`config.mk`:
```
export PLATFORM = sky130hd
export DESIGN_NAME = eq_dac_serializer
export DESIGN_NICKNAME = d
export VERILOG_FILES = /design/src/rtl/eq_dac_serializer.sv
export SDC_FILE = /design/constraint.sdc
export NUM_CORES = 1
export LEC_CHECK = 0
export ABC_AREA = 1
export BUFFER_PORTS_ARGS = -buffer_cell sky130_fd_sc_hd__buf_2
export CAP_MARGIN = 20
export CORE_ASPECT_RATIO = 2
export CORE_MARGIN = 5
export CORE_UTILIZATION = 55
export DETAILED_ROUTE_END_ITERATION = 7
export MAX_ROUTING_LAYER = met4
export PLACE_DENSITY = 0.83
export SLEW_MARGIN = 20
export SYNTH_ARGS = -nofsm -noshare
export SYNTH_HDL_FRONTEND = slang
export SYNTH_SLANG_ARGS = --single-unit
```
`constraint.sdc`:
```
create_clock -name clk -period 3.4 [get_ports clk]
set_input_delay 0.17 -clock clk [delete_from_list [all_inputs] [get_ports clk]]
set_output_delay 0.17 -clock clk [all_outputs]
set_load 0.02 [all_outputs]
```
`src/rtl/eq_dac_serializer.sv`:
```
// Output stage after the equalizer FIR. It shifts and saturates each 32-bit sample to a DAC
// word and buffers it in a small FIFO. The word is then sent MSB-first as a left-justified
// stereo frame, with the mono word repeated on left and right.
module eq_dac_serializer #(
  parameter int unsigned SHIFT      = 6,
  parameter int unsigned OUT_W      = 16,
  parameter int unsigned FIFO_DEPTH = 4,
  parameter int unsigned BCLK_DIV   = 4
) (
  input  logic        clk,
  input  logic        rst,
  input  logic        sample_valid,
  input  logic [31:0] d_in,
  output logic        bclk,
  output logic        lrclk,
  output logic        sdata,
  output logic        sat,
  output logic [7:0]  sat_cnt,
  output logic        drop,
  output logic        fifo_full
);

  localparam int unsigned AW = (FIFO_DEPTH > 1) ? $clog2(FIFO_DEPTH) : 1;
  localparam int unsigned CW = AW + 1;
  localparam int unsigned IW = (OUT_W > 1) ? $clog2(OUT_W) : 1;
  localparam int unsigned DW = (BCLK_DIV > 1) ? $clog2(BCLK_DIV) : 1;
  localparam int MaxVal = 2 ** (OUT_W - 1) - 1;
  localparam int MinVal = -(2 ** (OUT_W - 1));

  typedef enum logic [1:0] {StIdle, StLeft, StRight} state_t;

  // Conditioning: arithmetic shift, then clamp to the signed DAC range
  logic signed [31:0] y;
  logic               clip_hi;
  logic               clip_lo;
  logic [OUT_W-1:0]   word_in;

  assign y       = $signed(d_in) >>> SHIFT;
  assign clip_hi = (y > MaxVal);
  assign clip_lo = (y < MinVal);

  // Select the saturated or truncated DAC word
  always_comb begin
    word_in = y[OUT_W-1:0];
    if (clip_hi) begin
      word_in = {1'b0, {(OUT_W - 1){1'b1}}};
    end else if (clip_lo) begin
      word_in = {1'b1, {(OUT_W - 1){1'b0}}};
    end
  end

  // FIFO storage and control
  logic [OUT_W-1:0] mem [FIFO_DEPTH];
  logic [AW-1:0]    wr_ptr;
  logic [AW-1:0]    rd_ptr;
  logic [CW-1:0]    count;
  logic             empty;
  logic             push;
  logic             pop;
  logic [OUT_W-1:0] head;

  assign empty     = (count == '0);
  assign fifo_full = (count == CW'(FIFO_DEPTH));
  // A pop in the same cycle frees a slot, so a full FIFO can still accept
  assign push      = sample_valid && (!fifo_full || pop);
  assign head      = mem[rd_ptr];

  // Sample storage; contents need no reset since pointers define validity
  always_ff @(posedge clk) begin
    if (push) begin
      mem[wr_ptr] <= word_in;
    end
  end

  // FIFO pointers and occupancy
  always_ff @(posedge clk or posedge rst) begin
    if (rst) begin
      wr_ptr <= '0;
      rd_ptr <= '0;
      count  <= '0;
    end else begin
      if (push) begin
        wr_ptr <= wr_ptr + AW'(1);
      end
      if (pop) begin
        rd_ptr <= rd_ptr + AW'(1);
      end
      unique case ({push, pop})
        2'b10:   count <= count + CW'(1);
        2'b01:   count <= count - CW'(1);
        default: count <= count;
      endcase
    end
  end

  // Registered clip/drop flags and the saturating clip counter
  always_ff @(posedge clk or posedge rst) begin
    if (rst) begin
      sat     <= 1'b0;
      drop    <= 1'b0;
      sat_cnt <= 8'd0;
    end else begin
      sat  <= sample_valid && (clip_hi || clip_lo);
      drop <= sample_valid && !push;
      if (sample_valid && (clip_hi || clip_lo) && (sat_cnt != 8'hFF)) begin
        sat_cnt <= sat_cnt + 8'd1;
      end
    end
  end

  // Free-running bit-clock divider
  logic [DW-1:0] div_cnt;
  logic          tick;
  logic          fall;

  assign tick = (div_cnt == DW'(BCLK_DIV - 1));
  assign fall = tick && bclk;

  // bclk toggles every BCLK_DIV cycles, starting low
  always_ff @(posedge clk or posedge rst) begin
    if (rst) begin
      div_cnt <= '0;
      bclk    <= 1'b0;
    end else if (tick) begin
      div_cnt <= '0;
      bclk    <= ~bclk;
    end else begin
      div_cnt <= div_cnt + DW'(1);
    end
  end

  // Serializer state
  state_t           state;
  logic [IW-1:0]    bit_idx;
  logic [OUT_W-1:0] word;

  // Pop only at a frame boundary: from idle or after the last right-channel bit
  assign pop = fall && !empty &&
               ((state == StIdle) || ((state == StRight) && (bit_idx == '0)));

  // Frame sequencer; all outputs change only on bclk falling ticks
  always_ff @(posedge clk or posedge rst) begin
    if (rst) begin
      state   <= StIdle;
      bit_idx <= '0;
      word    <= '0;
      sdata   <= 1'b0;
      lrclk   <= 1'b0;
    end else if (fall) begin
      unique case (state)
        StIdle: begin
          if (!empty) begin
            state   <= StLeft;
            word    <= head;
            bit_idx <= IW'(OUT_W - 1);
            sdata   <= head[OUT_W-1];
            lrclk   <= 1'b0;
          end
        end
        StLeft: begin
          if (bit_idx == '0) begin
            state   <= StRight;
            bit_idx <= IW'(OUT_W - 1);
            sdata   <= word[OUT_W-1];
            lrclk   <= 1'b1;
          end else begin
            bit_idx <= bit_idx - IW'(1);
            sdata   <= word[bit_idx-IW'(1)];
          end
        end
        StRight: begin
          if (bit_idx == '0) begin
            if (!empty) begin
              state   <= StLeft;
              word    <= head;
              bit_idx <= IW'(OUT_W - 1);
              sdata   <= head[OUT_W-1];
              lrclk   <= 1'b0;
            end else begin
              state <= StIdle;
              sdata <= 1'b0;
              lrclk <= 1'b0;
            end
          end else begin
            bit_idx <= bit_idx - IW'(1);
            sdata   <= word[bit_idx-IW'(1)];
          end
        end
        default: begin
          state <= StIdle;
          sdata <= 1'b0;
          lrclk <= 1'b0;
        end
      endcase
    end
  end

endmodule

```
==> PnR_summary.wiki <==
{| class="wikitable"
! Metric !! Value
|-
| Slew headroom || 0.4855
|-
| Area of the die || 11220 um2
|-
| Worst min-delay path startpoint || d_in[31]
|-
| Library cell used as clock root buffer || sky130_fd_sc_hd__clkbuf_16
|-
| Number of antenna violations at the first check in global routing || 0
|-
| Cell mode on critical path || sky130_fd_sc_hd__nand2_2
|-
| Wire length of the first global-routing pass || 16.50 mm
|-
| Cell Area, Synth || 5005 um2
|-
| Number of enable flip-flop cells after synthesis || 64
|-
| Type of the setup path with the least slack || reg2reg
|-
| Worst hold path depth || 1
|-
| Count of yosys warnings during synthesis || 0
|-
| Number of instances resized during post-cts repair || 0
|-
| Area taken by multi-input logic gates || 1744 um2
|-
| Worst ir drop on vdd || 0.3829 mV
|-
| Largest net degree at the start of global routing || 36
|-
| Final #Nets || 601
|-
| Fraction of the cycle the final worst path needs || 0.7367
|-
| Fin Setup TNS || 0 ps
|-
| RSZ-0062 raised after global routing || false
|-
| Pins over their slew limit || 0
|-
| Synth Area per Inst || 9.833 um2
|-
| Leakage || 0.002475 uW
|-
| Detailed-route wire length per cell || 14.86 um
|-
| Setup slack of the most critical reg-to-reg path || 900 ps
|-
| Clock Sink Count || 107
|-
| Setup violation total in the final timing report || 0
|-
| DRC violation total after the first TritonRoute iteration || 231
|-
| Critical Path End Type || register
|-
| Via count of the first global-routing pass || 3796
|-
| CTS Buffer Depth || 2
|-
| Sequential cell area || 2998 um2
|-
| Vias after detailed routing || 3630
|-
| Startpoint Class || register
|-
| Sum of overflow across all layers after global routing || 0
|-
| Power per Cell Area || 572.1 nW/um2
|-
| Count of buffers inserted at the top-level ports || 42
|-
| # H-tree levels || 3
|-
| Post-synth top cells || 103 x sky130_fd_sc_hd__nor2_1, 100 x sky130_fd_sc_hd__nand2_1, 64 x sky130_fd_sc_hd__edfxtp_1
|-
| End point of the worst hold path || mem[2][15]
|-
| Clock tree from TritonCTS || yes
|-
| Total Routing Usage GR || 0.1855
|-
| Cts bufs inserted || 9
|-
| Fraction of the yosys area taken by sequential cells || 0.5990
|-
| Final hold vios || 0
|-
| Antenna-violating nets left || 0
|-
| Required time worst endpoint || 3430 ps
|-
| Proportion of layout cells with a drive suffix above 1 || 0.1523
|-
| Maximum single-stage delay on the critical path || 490 ps
|-
| Core Region || 8951 um2
|-
| Dpl hpwl || 6.885 mm
|-
| Clock network latency to the later pin of the worst-skew pair || 340 ps
|-
| Worst reg2reg startpoint || bit_idx[0]
|-
| Number of different library cells in the post-synthesis netlist || 34
|-
| Cell type with the highest aggregate area in the netlist || sky130_fd_sc_hd__edfxtp_1
|-
| Asr flop ratio synth || 0.4019
|-
| Flip-flop cell with the highest count after synthesis || sky130_fd_sc_hd__edfxtp_1
|-
| Maximum clock frequency || 0.3993 GHz
|-
| Slew @ Worst Pin || 770.0 ps
|-
| Reg2reg end || mem[0][10]
|-
| Effective utilization at floorplan || 0.5591
|-
| Worst min path class || in2reg
|-
| Router iterations before antenna repair || 4
|-
| Chip Width || 77.45 um
|-
| Top fanout value on the critical path || 16
|-
| Worst clock skew || 5.923 ps
|-
| Wirelength, routed || 9.805 mm
|-
| Routability Congestion || 0.9046
|-
| Critical Path, Cell by Cell || inv_1 > ha_1 > nand3_2 > nand2_2 > nand4_4 > nand2_1 > nand2_2 > nor2_1 > buf_4
|-
| R2R cell count || 9
|-
| Top cell type's share of synthesized area || 0.3840
|-
| Final period demand of the worst path || 2505 ps
|-
| Max cap viols || 0
|-
| Layout filler cell count || 717
|-
| Worst endpoint data arrival time || 2530 ps
|-
| Number of remaining DRC errors || 0
|-
| Post-synth net total || 557
|-
| Most frequently used cell type in the post-synthesis netlist || sky130_fd_sc_hd__nor2_1
|-
| Status || finished clean
|-
| Clock transition at the registers of the reported paths || 70 ps
|-
| Leading cell types by total area after synthesis || sky130_fd_sc_hd__edfxtp_1 38%, sky130_fd_sc_hd__dfrtp_1 22%, sky130_fd_sc_hd__nor2_1 7.7%, sky130_fd_sc_hd__nand2_1 7.5%, sky130_fd_sc_hd__o21ai_0 4.1%
|-
| FF+latch count, synth || 107
|-
| Boundary pin count || 49
|-
| Library cell contributing the largest single delay on the critical path || sky130_fd_sc_hd__dfrtp_1
|-
| P&R area growth vs syn || 12.32%
|-
| Instance count of the mapped netlist || 509
|-
| Layout Utilization || 0.6280
|-
| Cell row count || 49
|-
| Vias per inst || 5.500
|-
| Die extent in y || 144.9 um
|-
| Antenna diode count || 0
|}
==> worst max-delay path, delay by kind of cell (launching register included) <==
family,cells,cell delay (ps)
buffers and inverters,2,590
flip-flops,1,490
adder cells (fa/ha/maj),1,270
AND/OR/NAND/NOR,6,830
==> layout make-up <==
class,count,share of cell area
Sequential cell,107,0.5333
Tap cell,102,0.02270
Clock buffer,10,0.04073
Timing Repair Buffer,51,0.05119
Clock inverter,6,0.01313
Inverter,43,0.02871
Multi-Input combinational cell,341,0.3103
==> cells by family after synthesis <==
family,count (synthesis),share of synthesized area
and+or+nand+nor,251,0.2165
DFF,107,0.5990
AOI/OAI and AO/OA,67,0.08050
buffers and inverters,61,0.05250
adders and majority gates,13,0.03400
xor gates and xnor gates,10,0.01750
==> registers in the layout, indices dropped and copies added, names as in the netlist <==
register and flops:
sat_cnt 8, state 1, bclk 1, div_cnt 2, mem 64, word 16
sat 1, count 3, wr_ptr 2, rd_ptr 2, lrclk 1, sdata 1
drop 1, bit_idx 4
==> where the power goes <==
group	leakage [uW]	total, uW	switching (uW)	internal (uW)
sequential	0.00110	1690	86.9	1600
clock	0.000141	1030	456	579
combinational	0.00123	493	338	155
==> metal layers <==
metal  GRT usage  routed length, um  vias to the layer above
met1      0.1856               3674                     1732
met3     0.01985                277                       32
met4      0.1007                362                        0
li1            -                  -                     1782
met5           -                  0                        -
met2      0.3399               5490                       84
==> cells in the final DEF (no fill, tap or decap), types with 2 or more instances in the layout <==
cell,synthesis,final
sky130_fd_sc_hd__o21ai_0,41,41
sky130_fd_sc_hd__nand2_1,100,100
sky130_fd_sc_hd__xnor2_1,3,3
sky130_fd_sc_hd__inv_2,3,3
sky130_fd_sc_hd__nor3_1,2,2
sky130_fd_sc_hd__a21oi_1,4,4
sky130_fd_sc_hd__nand4_1,13,13
sky130_fd_sc_hd__buf_4,3,7
sky130_fd_sc_hd__xor2_1,7,7
sky130_fd_sc_hd__clkinv_4,0,2
sky130_fd_sc_hd__nand3_1,20,20
sky130_fd_sc_hd__ha_1,12,12
sky130_fd_sc_hd__o21ai_1,2,2
sky130_fd_sc_hd__clkinvlp_4,0,2
sky130_fd_sc_hd__inv_1,40,40
sky130_fd_sc_hd__buf_2,6,42
sky130_fd_sc_hd__nand3_2,2,2
sky130_fd_sc_hd__nor2_1,103,103
sky130_fd_sc_hd__a31oi_1,13,13
sky130_fd_sc_hd__edfxtp_1,64,64
sky130_fd_sc_hd__a31oi_2,3,3
sky130_fd_sc_hd__dfrtp_1,43,43
sky130_fd_sc_hd__clkbuf_16,0,9
sky130_fd_sc_hd__nand2_2,6,6
==> per-stage QoR <==
step | cell area [um2] | power, uW | setup WS [ps] | hold WS (ps) | std cells
floorplan | 5005 | 2016 | 796.4 | 360.0 | 509
global placement | 5294 | 2164 | 959.6 | 411.3 | 642
CTS | 5597 | 3239 | 876.7 | 52.52 | 658
finish | 5622 | 3216 | 895.4 | 90.21 | 660
detailed placement | 5294 | 2208 | 896.1 | 418.9 | 642
global route | 5622 | 3353 | 659.1 | 102.3 | 660
==> repair_timing <==
action,CTS,global route
setup buffers,0,0
hold buffers,0,1
hold endpoints to repair,0,8
setup endpoints to repair,0,0
==> worst max-delay path by stage <==
stage / startpoint / endpoint / cells after the start
after CTS: bit_idx[0] / mem[3][9] / 9
after floorplan: bit_idx[0] / mem[0][0] / 10
after global placement: bit_idx[0] / mem[1][8] / 9
final: bit_idx[0] / mem[0][10] / 9
after detailed placement: bit_idx[0] / mem[0][10] / 9
after global routing: bit_idx[0] / mem[0][1] / 9
No activity file was read; power rests on OpenSTA's default activity.
